<file path="src/rtl/ppu_multilane_pipe_if.sv">
// ----------------------------------------------------------------------------
// ppu_multilane_pipe_if
// Bundles the configuration handshake, the input beat stream, the output beat
// stream and the status outputs of the multi-lane post-processing unit.
//
// Modports
//   master : drives cfg_*, in_*, out_ready; observes ready/valid/status.
//   slave  : the PPU side (opposite directions).
//
// Signals
//   cfg_valid/cfg_ready   config handshake
//   cfg_shift[5:0]        right-shift amount
//   cfg_zp[7:0]           unsigned output zero point
//   cfg_act_mode[1:0]     0/3 bypass, 1 ReLU, 2 clamp [0,cfg_act_max]
//   cfg_act_max[7:0]      upper clamp for mode 2
//   in_valid/in_ready     input beat handshake
//   in_data               LANES signed lanes of DATA_BITS each
//   in_last               end-of-tile marker travelling with the beat
//   out_valid/out_ready   output beat handshake
//   out_data              LANES unsigned bytes
//   out_last              delayed in_last
//   sat_cnt               beats with at least one clamped lane
//   busy                  any pipeline stage holds a beat
// ----------------------------------------------------------------------------
interface ppu_multilane_pipe_if #(
    parameter int DATA_BITS = 16,
    parameter int LANES     = 4,
    parameter int CNT_BITS  = 16
);
    logic                         cfg_valid;
    logic                         cfg_ready;
    logic [5:0]                   cfg_shift;
    logic [7:0]                   cfg_zp;
    logic [1:0]                   cfg_act_mode;
    logic [7:0]                   cfg_act_max;
    logic                         in_valid;
    logic                         in_ready;
    logic [LANES*DATA_BITS-1:0]   in_data;
    logic                         in_last;
    logic                         out_valid;
    logic                         out_ready;
    logic [LANES*8-1:0]           out_data;
    logic                         out_last;
    logic [CNT_BITS-1:0]          sat_cnt;
    logic                         busy;

    modport master (
        output cfg_valid, cfg_shift, cfg_zp, cfg_act_mode, cfg_act_max,
        output in_valid, in_data, in_last, out_ready,
        input  cfg_ready, in_ready, out_valid, out_data, out_last, sat_cnt, busy
    );

    modport slave (
        input  cfg_valid, cfg_shift, cfg_zp, cfg_act_mode, cfg_act_max,
        input  in_valid, in_data, in_last, out_ready,
        output cfg_ready, in_ready, out_valid, out_data, out_last, sat_cnt, busy
    );
endinterface

</file>
<file path="src/rtl/ppu_multilane_pipe.sv">
// ----------------------------------------------------------------------------
// ppu_multilane_pipe
// Requantizes LANES signed accumulator lanes per beat to uint8:
//   arithmetic right shift -> activation -> zero-point add -> clamp [0,255].
// Three-stage elastic pipeline (shift / activation / output) with
// valid/ready backpressure at every stage; 1 beat/cycle when unstalled.
// Configuration is loaded through a handshake only while the pipeline is
// empty, so every beat in flight sees one consistent configuration.
//
// Ports
//   clk   rising-edge clock
//   rst   asynchronous, active-low reset
//   bus   ppu_multilane_pipe_if.slave (config, input stream, output stream,
//         sat_cnt, busy)
//
// Build option
//   PPU_ROUND_EN  when defined, the shift stage rounds half-up by adding
//                 1<<(shift-1) in DATA_BITS+1 bits before shifting; when
//                 undefined the shift truncates (floor) and no adder exists.
// ----------------------------------------------------------------------------
module ppu_multilane_pipe #(
    parameter int DATA_BITS = 16,
    parameter int LANES     = 4,
    parameter int CNT_BITS  = 16
) (
    input logic                 clk,
    input logic                 rst,
    ppu_multilane_pipe_if.slave bus
);
    localparam int         XW     = DATA_BITS + 1;
    localparam int         YW     = DATA_BITS + 2;
    localparam logic [5:0] SH_MAX = 6'(DATA_BITS - 1);

    // Shift stage arithmetic; sh is already limited to DATA_BITS-1.
    function automatic logic signed [DATA_BITS-1:0] f_shift(
        input logic signed [DATA_BITS-1:0] x,
        input logic [5:0]                  sh
    );
`ifdef PPU_ROUND_EN
        logic signed [XW-1:0] one;
        logic signed [XW-1:0] bias;
        logic signed [XW-1:0] t;
        one  = XW'(1);
        bias = (sh == 6'd0) ? '0 : (one <<< (sh - 6'd1));
        // One extra bit keeps max positive input + bias from wrapping.
        t    = XW'(x) + bias;
        t    = t >>> sh;
        return t[DATA_BITS-1:0];
`else
        return x >>> sh;
`endif
    endfunction

    function automatic logic signed [DATA_BITS-1:0] f_act(
        input logic signed [DATA_BITS-1:0] x,
        input logic [1:0]                  mode,
        input logic [7:0]                  amax
    );
        logic signed [DATA_BITS-1:0] m;
        logic signed [DATA_BITS-1:0] r;
        m = signed'(DATA_BITS'(amax));
        case (mode)
            2'd1:    r = (x < 0) ? '0 : x;
            2'd2:    r = (x < 0) ? '0 : ((x > m) ? m : x);
            default: r = x;
        endcase
        return r;
    endfunction

    function automatic logic signed [YW-1:0] f_add_zp(
        input logic signed [DATA_BITS-1:0] x,
        input logic [7:0]                  zp
    );
        return YW'(x) + signed'(YW'(zp));
    endfunction

    function automatic logic [7:0] f_sat_u8(input logic signed [YW-1:0] y);
        logic [7:0] r;
        if (y >= 255)     r = 8'hFF;
        else if (y <= 0)  r = 8'h00;
        else              r = y[7:0];
        return r;
    endfunction

    // y == 0 maps to 0 without being a clamp.
    function automatic logic f_clamped(input logic signed [YW-1:0] y);
        return (y >= 255) || (y < 0);
    endfunction

    // Configuration registers
    logic [5:0] shift_q;
    logic [7:0] zp_q;
    logic [1:0] mode_q;
    logic [7:0] act_max_q;

    // Pipeline state
    logic                        vld_p0, vld_p1, vld_p2;
    logic                        last_p0, last_p1, last_p2;
    logic signed [DATA_BITS-1:0] dat_p0 [LANES];
    logic signed [DATA_BITS-1:0] dat_p1 [LANES];
    logic [LANES*8-1:0]          out_p2;
    logic                        clip_p2;
    logic [CNT_BITS-1:0]         sat_cnt_q;

    // Stage inputs
    logic signed [DATA_BITS-1:0] s1_d [LANES];
    logic signed [DATA_BITS-1:0] s2_d [LANES];
    logic signed [YW-1:0]        y_p1 [LANES];
    logic [LANES*8-1:0]          s3_d;
    logic                        s3_clip;

    // Flow control
    logic rdy_p0, rdy_p1, rdy_p2;
    logic ld_p1, ld_p2;
    logic busy_w, in_ready_w, in_fire, cfg_fire;

    assign rdy_p2     = !vld_p2 || bus.out_ready;
    assign rdy_p1     = !vld_p1 || rdy_p2;
    assign rdy_p0     = !vld_p0 || rdy_p1;
    assign ld_p1      = vld_p0 && rdy_p1;
    assign ld_p2      = vld_p1 && rdy_p2;
    assign busy_w     = vld_p0 || vld_p1 || vld_p2;
    // A pending config blocks new beats so the pipeline can drain.
    assign in_ready_w = rdy_p0 && !bus.cfg_valid;
    assign in_fire    = bus.in_valid && in_ready_w;
    assign cfg_fire   = bus.cfg_valid && !busy_w;

    assign bus.cfg_ready = !busy_w;
    assign bus.in_ready  = in_ready_w;
    assign bus.out_valid = vld_p2;
    assign bus.out_data  = out_p2;
    assign bus.out_last  = last_p2;
    assign bus.sat_cnt   = sat_cnt_q;
    assign bus.busy      = busy_w;

    always_comb begin
        s3_d    = '0;
        s3_clip = 1'b0;
        for (int i = 0; i < LANES; i++) begin
            s1_d[i]          = f_shift(bus.in_data[i*DATA_BITS +: DATA_BITS], shift_q);
            s2_d[i]          = f_act(dat_p0[i], mode_q, act_max_q);
            y_p1[i]          = f_add_zp(dat_p1[i], zp_q);
            s3_d[i*8 +: 8]   = f_sat_u8(y_p1[i]);
            s3_clip          = s3_clip | f_clamped(y_p1[i]);
        end
    end

    // ---- p0: shift result | p1: activation result ----
    always_ff @(posedge clk) begin
        if (in_fire) begin
            dat_p0  <= s1_d;
            last_p0 <= bus.in_last;
        end
        if (ld_p1) begin
            dat_p1  <= s2_d;
            last_p1 <= last_p0;
        end
    end

    // ---- p2: saturated output, valids, config, counter ----
    always_ff @(posedge clk or negedge rst) begin
        if (!rst) begin
            vld_p0    <= 1'b0;
            vld_p1    <= 1'b0;
            vld_p2    <= 1'b0;
            out_p2    <= '0;
            last_p2   <= 1'b0;
            clip_p2   <= 1'b0;
            sat_cnt_q <= '0;
            shift_q   <= 6'd8;
            zp_q      <= 8'd128;
            mode_q    <= 2'd1;
            act_max_q <= 8'd255;
        end else begin
            if (cfg_fire) begin
                shift_q   <= (bus.cfg_shift > SH_MAX) ? SH_MAX : bus.cfg_shift;
                zp_q      <= bus.cfg_zp;
                mode_q    <= bus.cfg_act_mode;
                act_max_q <= bus.cfg_act_max;
            end
            if (rdy_p0) vld_p0 <= in_fire;
            if (rdy_p1) vld_p1 <= vld_p0;
            if (rdy_p2) vld_p2 <= vld_p1;
            if (ld_p2) begin
                out_p2  <= s3_d;
                last_p2 <= last_p1;
                clip_p2 <= s3_clip;
            end
            // cfg_fire needs an empty pipe, so it never meets an output handshake.
            if (cfg_fire) begin
                sat_cnt_q <= '0;
            end else if (vld_p2 && bus.out_ready && clip_p2 && (sat_cnt_q != '1)) begin
                sat_cnt_q <= sat_cnt_q + 1'b1;
            end
        end
    end
endmodule

</file>
<file path="src/flat_wrapper.sv">
// flat-port wrapper written by rule: the top's interface ports become plain ports
module ppu_multilane_pipe_flat 
#(
    parameter int DATA_BITS = 16,
    parameter int LANES     = 4,
    parameter int CNT_BITS  = 16
)
  (clk, rst, bus_cfg_valid, bus_cfg_shift, bus_cfg_zp, bus_cfg_act_mode, bus_cfg_act_max, bus_in_valid, bus_in_data, bus_in_last, bus_out_ready, bus_cfg_ready, bus_in_ready, bus_out_valid, bus_out_data, bus_out_last, bus_sat_cnt, bus_busy);
  ppu_multilane_pipe_if #(.DATA_BITS(DATA_BITS), .LANES(LANES), .CNT_BITS(CNT_BITS)) bus_i ();
  input logic clk;
  input logic rst;
  input wire logic [$bits(bus_i.cfg_valid)-1:0] bus_cfg_valid;
  input wire logic [$bits(bus_i.cfg_shift)-1:0] bus_cfg_shift;
  input wire logic [$bits(bus_i.cfg_zp)-1:0] bus_cfg_zp;
  input wire logic [$bits(bus_i.cfg_act_mode)-1:0] bus_cfg_act_mode;
  input wire logic [$bits(bus_i.cfg_act_max)-1:0] bus_cfg_act_max;
  input wire logic [$bits(bus_i.in_valid)-1:0] bus_in_valid;
  input wire logic [$bits(bus_i.in_data)-1:0] bus_in_data;
  input wire logic [$bits(bus_i.in_last)-1:0] bus_in_last;
  input wire logic [$bits(bus_i.out_ready)-1:0] bus_out_ready;
  output wire logic [$bits(bus_i.cfg_ready)-1:0] bus_cfg_ready;
  output wire logic [$bits(bus_i.in_ready)-1:0] bus_in_ready;
  output wire logic [$bits(bus_i.out_valid)-1:0] bus_out_valid;
  output wire logic [$bits(bus_i.out_data)-1:0] bus_out_data;
  output wire logic [$bits(bus_i.out_last)-1:0] bus_out_last;
  output wire logic [$bits(bus_i.sat_cnt)-1:0] bus_sat_cnt;
  output wire logic [$bits(bus_i.busy)-1:0] bus_busy;
  assign bus_i.cfg_valid = bus_cfg_valid;
  assign bus_i.cfg_shift = bus_cfg_shift;
  assign bus_i.cfg_zp = bus_cfg_zp;
  assign bus_i.cfg_act_mode = bus_cfg_act_mode;
  assign bus_i.cfg_act_max = bus_cfg_act_max;
  assign bus_i.in_valid = bus_in_valid;
  assign bus_i.in_data = bus_in_data;
  assign bus_i.in_last = bus_in_last;
  assign bus_i.out_ready = bus_out_ready;
  assign bus_cfg_ready = bus_i.cfg_ready;
  assign bus_in_ready = bus_i.in_ready;
  assign bus_out_valid = bus_i.out_valid;
  assign bus_out_data = bus_i.out_data;
  assign bus_out_last = bus_i.out_last;
  assign bus_sat_cnt = bus_i.sat_cnt;
  assign bus_busy = bus_i.busy;
  ppu_multilane_pipe #(.DATA_BITS(DATA_BITS), .LANES(LANES), .CNT_BITS(CNT_BITS)) u_core (.clk(clk), .rst(rst), .bus(bus_i));
endmodule
</file>
<file path="config.mk">
export PLATFORM = sky130hd
export DESIGN_NAME = ppu_multilane_pipe_flat
export DESIGN_NICKNAME = d
export VERILOG_FILES = /design/src/rtl/ppu_multilane_pipe_if.sv /design/src/rtl/ppu_multilane_pipe.sv /design/src/flat_wrapper.sv
export SDC_FILE = /design/constraint.sdc
export NUM_CORES = 1
export LEC_CHECK = 0
export BUFFER_PORTS_ARGS = -buffer_cell sky130_fd_sc_hd__buf_2
export CAP_MARGIN = 10
export CORE_MARGIN = 5
export CORE_UTILIZATION = 40
export CTS_BUF_LIST = sky130_fd_sc_hd__clkbuf_4
export CTS_CLUSTER_DIAMETER = 120
export DETAILED_ROUTE_END_ITERATION = 16
export PLACE_DENSITY_LB_ADDON = 0.08
export SYNTH_ARGS = -nofsm -noshare
export SYNTH_HDL_FRONTEND = slang
export SYNTH_SLANG_ARGS = --single-unit
</file>
<file path="constraint.sdc">
create_clock -name clk -period 8.9 [get_ports clk]
set_clock_uncertainty 0.05 [all_clocks]
set_input_delay 0.89 -clock clk [delete_from_list [all_inputs] [get_ports clk]]
set_output_delay 0.89 -clock clk [all_outputs]
set_load 0.005 [all_outputs]
</file>
Word-level counts from Yosys, hierarchy flattened
Cells that the tools add are included.
W data, S select, Z words.
{ "totals": {"wordCells": 107, "reg_bits": 207, "in_bits": 94, "output_inout_bits": 53} }
{ "classes": {"add_sub_neg": 5, "magnitude_cmp": 21, "eq_ne": 3, "reduce_logical": 23, "n_shift": 4, "n_mux": 27, "bitwise_logic": 3} }
{ "ops": {"columns": ["op", "n"], "rows": [
  ["$mux W16", 14],
  ["$pmux W16 S2", 4],
  ["$add A16 B9 Y17", 4],
  ["$ge A17 B9 Y1 const B", 4],
  ["$le A17 B1 Y1 const B", 4],
  ["$lt A17 B1 Y1 const B", 4],
  ["$gt A16 B9 Y1", 4],
  ["$lt A16 B1 Y1 const B", 4],
  ["$mux W8", 8],
  ["$sshr A16 B6 Y16", 4],
  ["$add A16 B1 Y16 const B", 1],
  ["$ne A16 B16 Y1 const B", 1],
  ["$logic_or A1 B1 Y1", 9],
  ["$logic_and A1 B1 Y1", 8],
  ["$gt A6 B4 Y1 const B", 1],
  ["$mux W6", 1],
  ["$logic_not A1 Y1", 5],
  ["$or A1 B1 Y1", 3],
  ["$eq A2 B1 Y1 const B", 1],
  ["$eq A2 B2 Y1 const B", 1],
  ["$reduce_bool A2 Y1", 1]
]} }

Depth between registers and ports, before layout
{ "depth": {"ltp_word": 6, "ltp_mapped": 11, "mapped_depth_nobuf": 11} }

Worst setup path after synthesis
Ideal clock, no wire load.
{ "synth_path": {"kind": "input to register", "from": "input bus_out_ready", "to": "register u_core.dat_p0[0] (netlist bit) (enable)", "arrival_ps": 2753, "slack_ps": 5666, "n_path_buf": 0, "setup_ps": 431, "required_time_ps": 8419, "stages": 3, "cell_sequence": "nor2b_1 > a31oi_1 > and2_1"} }
{ "synth_via": {"elab_chain_cells": 5} }
{ "synth_lines": {"columns": ["item", "line_no", "text"], "rows": [
  ["from (decl)", "flat_wrapper.sv:20", "input wire logic [$bits(bus_i.out_ready)-1:0] bus_out_ready;"],
  ["$logic_or A1 B1 Y1", "ppu_multilane_pipe.sv:117", "assign rdy_p2 = !vld_p2 || bus.out_ready;"],
  ["$logic_or A1 B1 Y1", "ppu_multilane_pipe.sv:118", "assign rdy_p1 = !vld_p1 || rdy_p2;"],
  ["$logic_or A1 B1 Y1", "ppu_multilane_pipe.sv:119", "assign rdy_p0 = !vld_p0 || rdy_p1;"],
  ["$logic_and A1 B1 Y1", "ppu_multilane_pipe.sv:124", "assign in_ready_w = rdy_p0 && !bus.cfg_valid;"],
  ["named net bus_in_ready", "flat_wrapper.sv:22", "output wire logic [$bits(bus_i.in_ready)-1:0] bus_in_ready;"],
  ["$logic_and A1 B1 Y1", "ppu_multilane_pipe.sv:125", "assign in_fire = bus.in_valid && in_ready_w;"],
  ["named net u_core.in_fire", "ppu_multilane_pipe.sv:115", "logic busy_w, in_ready_w, in_fire, cfg_fire;"],
  ["to (signal assigned)", "ppu_multilane_pipe.sv:151", "dat_p0 <= s1_d;"],
  ["to (decl)", "ppu_multilane_pipe.sv:99", "logic signed [DATA_BITS-1:0] dat_p0 [LANES];"]
]} }
The timed path passes the listed nets, and every way through them passes these cells.
A chain may end at the register's enable or synchronous reset.

Worst setup path in the final report
{ "layout_path": {"from": "register u_core.zp_q[1]", "to": "register u_core.out_p2[2] (netlist: u_core.bus.out_data[2])"} }
{ "layout_via": {"elab_chain_cells": 4, "word_cells_on_any_way": 5} }
{ "layout_lines": {"columns": ["item", "line_no", "text"], "rows": [
  ["from (decl)", "ppu_multilane_pipe.sv:92", "logic [7:0] zp_q;"],
  ["from (signal assigned)", "ppu_multilane_pipe.sv:177", "zp_q <= bus.cfg_zp;"],
  ["$add A16 B9 Y17 (*)", "ppu_multilane_pipe.sv:74", "return YW'(x) + signed'(YW'(zp));"],
  ["$le A17 B1 Y1", "ppu_multilane_pipe.sv:80", "else if (y <= 0) r = 8'h00;"],
  ["$mux W8", "ppu_multilane_pipe.sv:80", null],
  ["$mux W8 (*)", "ppu_multilane_pipe.sv:79", "if (y >= 255) r = 8'hFF;"],
  ["to (signal assigned)", "ppu_multilane_pipe.sv:166", "out_p2 <= '0;"],
  ["to (signal assigned)", "ppu_multilane_pipe.sv:185", "out_p2 <= s3_d;"],
  ["to (decl)", "ppu_multilane_pipe.sv:101", "logic [LANES*8-1:0] out_p2;"]
]} }
Mark *: on every way between the ends. The rest lies on a longest branch, timed or not.

==> impl_metrics.tcl <==
set metrics [dict create \
    drt_iter0_drc 602 \
    coreArea_um2 34300 \
    syn_inst 1413 \
    hold_violations 0 \
    path_class "register to register" \
    syn_avg_cell_area_um2 9.78 \
    fp.dieH_um 196 \
    fp.dieArea_um2 38400 \
    yosysTopAreaCell "edfxtp_1" \
    ctsHoldBuffers 0 \
    drive_above_1_share_pct 22.8 \
    fin_crit_ns 3.41 \
    avgViaCountPerCell 5.34 \
    rrSetupSlack_ns 5.49 \
    drc_errors 0 \
    finalSetupTns_ns 0 \
    yosys_warnings 0 \
    setup_viol 0 \
    slew_viol_final 0 \
    synth_nets 1578 \
    r2r-end "u_core.bus.out_data[2]" \
    vias 11000 \
    power.density_nw_per_um2 251 \
    worstPathMaxFanout 8 \
    htree_levels 2 \
    fmax_mhz 293 \
    clock-root-buffer "clkbuf_4" \
    synth.distinct_cells 77 \
    netlist.area_leader.share_pct 28.3 \
    wirelength_um 36300 \
    overflow 0 \
    clock_latency_ns 0.67 \
    syn_area_um2 13800 \
    outcome "finished clean" \
    dr.pass1.iters 5 \
    cp_data_arrival_time_ns 3.90 \
    ff2ff_path_depth 10 \
    die_w_um 196 \
    dp_hpwl_um 28100 \
    synthMuxAreaShare_pct 10.5 \
    cts_resized 0 \
    wire_per_inst_um 17.7 \
    yosys-top-cells-area "edfxtp_1 (28%), dfrtp_1 (12%), ha_1 (6.1%)" \
    required_ns 9.39 \
    antenna_found_initial 1 \
    synth_compound_area_share_pct 19.6 \
    synth_top_family_by_area "compound AO/OA/AOI/OAI gates" \
    place_congestion 0.835 \
    endpoint_kind "register" \
    synth-edff-count 130 \
    synth_fa_ha_area_share_pct 6.65 \
    clk_pin_slew_ns 0.07 \
    io_pins 147 \
    tritoncts "done" \
    clkSinkCount 207 \
    reg2reg_from "u_core.zp_q[1]" \
    ys_seq_elements 207 \
    hold_path_class "primary input to async pin" \
    detail-route-antenna-nets 0 \
    tightestPinTransition_ns 1.07 \
    post_cts_buffers 0 \
    finalPower_uw 3950 \
    p_leak_uw 0.00654 \
    synthMostInstantiatedCell "o21ai_0" \
    grtUsageTotal_pct 18.5 \
    syn2layout_area_growth_pct 13.6 \
    synth-simple-area-share_pct 15.6 \
    grt_pass1_vias 10700 \
    start_util_pct 40.3 \
    grt_pass1_wl_um 58300 \
    clk_path_buf_depth 3 \
    finalCritPeriodShare_pct 38.4 \
    synth_xor_area_share_pct 2.47 \
    max_slew_margin_pct 28.5 \
    async_flop_share_pct 37.2 \
    rows 68 \
    crit_path_start_kind "register" \
    max-cap-violations 0 \
    rsz0062_at_grt "no" \
    fin_nets 1721 \
    numCtsBuffers 56 \
    irDropWorstVdd_mv 0.0834 \
    ys_seq_area_share_pct 42.3 \
    synthTopCellsByCount "o21ai_0 (154), nand2_1 (133), edfxtp_1 (130), nor2_1 (118), mux2_2 (74)" \
    grt_max_degree 67 \
    portBuffers 146 \
    ys.flop_type "edfxtp_1" \
]
## stage by stage
step / setup WS, ns / area, um2 / cells / utilization (%) / hold slack (ns)
global route: 5.27 / 15700 / 2058 / 45.8 / 0.110
floorplan: 5.67 / 13800 / 1413 / - / 0.350
detailed placement: 5.50 / 14900 / 1953 / 43.5 / 0.356
finish: 5.49 / 15700 / 2058 / 45.8 / 0.116
global placement: 5.51 / 14900 / 1953 / 43.5 / 0.352
CTS: 5.48 / 15700 / 2057 / 45.8 / 0.0806
## routing by layer
layer  routed length [um]  up-vias  global-route usage (%)
met1                19000     5071                    28.3
li1                     -     5613                       -
met2                15200      261                    27.3
met5                    0        -                       0
met4                  767        0                    5.38
met3                 1440       51                    2.58
## registers in the layout, indices dropped and copies added (netlist names), 2 cells and up
signal,cells
u_core.shift_q,6
u_core.act_max_q,8
u_core.bus.sat_cnt,16
u_core.zp_q,8
u_core.mode_q,2
u_core.bus.out_data,32
u_core.dat_p1,64
u_core.dat_p0,64
## cell type report
type	instances	area, um2
fillers	3422	18600
multi-input cells	1097	7560
flip-flops and latches	207	5850
repair buffers	157	816
clock buffers	85	638
well taps	455	569
inverters	37	139
clock inverters	19	128
diodes	1	2.50
## worst max-delay path by stage
stage | start | end | slack (ns) | cells after the start
after floorplan | bus_out_ready | u_core.dat_p0[0] | 5.67 | 3
after global placement | u_core.act_max_q[1] | u_core.dat_p1[1] | 5.51 | 10
after detailed placement | u_core.zp_q[1] | u_core.bus.out_data[2] | 5.50 | 10
after CTS | u_core.zp_q[1] | u_core.bus.out_data[2] | 5.48 | 10
after global routing | u_core.zp_q[1] | u_core.bus.out_data[2] | 5.27 | 10
final | u_core.zp_q[1] | u_core.bus.out_data[2] | 5.49 | 10
## cell usage in the layout, fill, tap and decap left out, types with 16 or more instances in the layout
cell type / Yosys / layout
o21ai_0: 154 / 154
buf_2: 4 / 145
nand2_1: 133 / 133
edfxtp_1: 130 / 130
nor2_1: 118 / 118
clkbuf_4: 0 / 85
mux2_2: 74 / 74
ha_1: 67 / 67
dfrtp_1: 66 / 65
a21oi_1: 63 / 63
mux2i_1: 52 / 52
inv_1: 35 / 35
nand3_1: 34 / 34
a22o_1: 32 / 32
nor2b_1: 25 / 25
xor2_1: 24 / 24
nor3_1: 23 / 23
o21a_1: 23 / 23
and2_1: 25 / 22
a31oi_1: 18 / 18
nand2b_1: 16 / 16
## where the power goes
part           total [uW]  internal (uW)  switching (uW)
clock network         884            494             390
registers            1400           1250             143
logic                1670            704             963
total                3950           2450            1500
## worst max-delay path, stage by stage (launching register included)
cell and delay (ns):
dfrtp_1 0.56, inv_1 0.18, fa_1 0.47, nand2b_1 0.22
a2111oi_4 0.34, nor2_1 0.12, nor3_1 0.20, a211oi_1 0.10
a2111oi_4 0.52, a31oi_2 0.19, a221o_1 0.34
## kinds of logic (layout without fill, tap and decap cells)
kind of cell | Yosys count | in the layout
other | 0 | 1
adder cells (fa/ha/maj) | 71 | 71
buffers and inverters | 109 | 298
AO/OA/AOI/OAI | 411 | 411
multiplexers | 130 | 130
AND/OR/NAND/NOR | 446 | 446
XOR/XNOR | 39 | 39
flip-flops | 207 | 207
(Power assumes the default switching activity.)
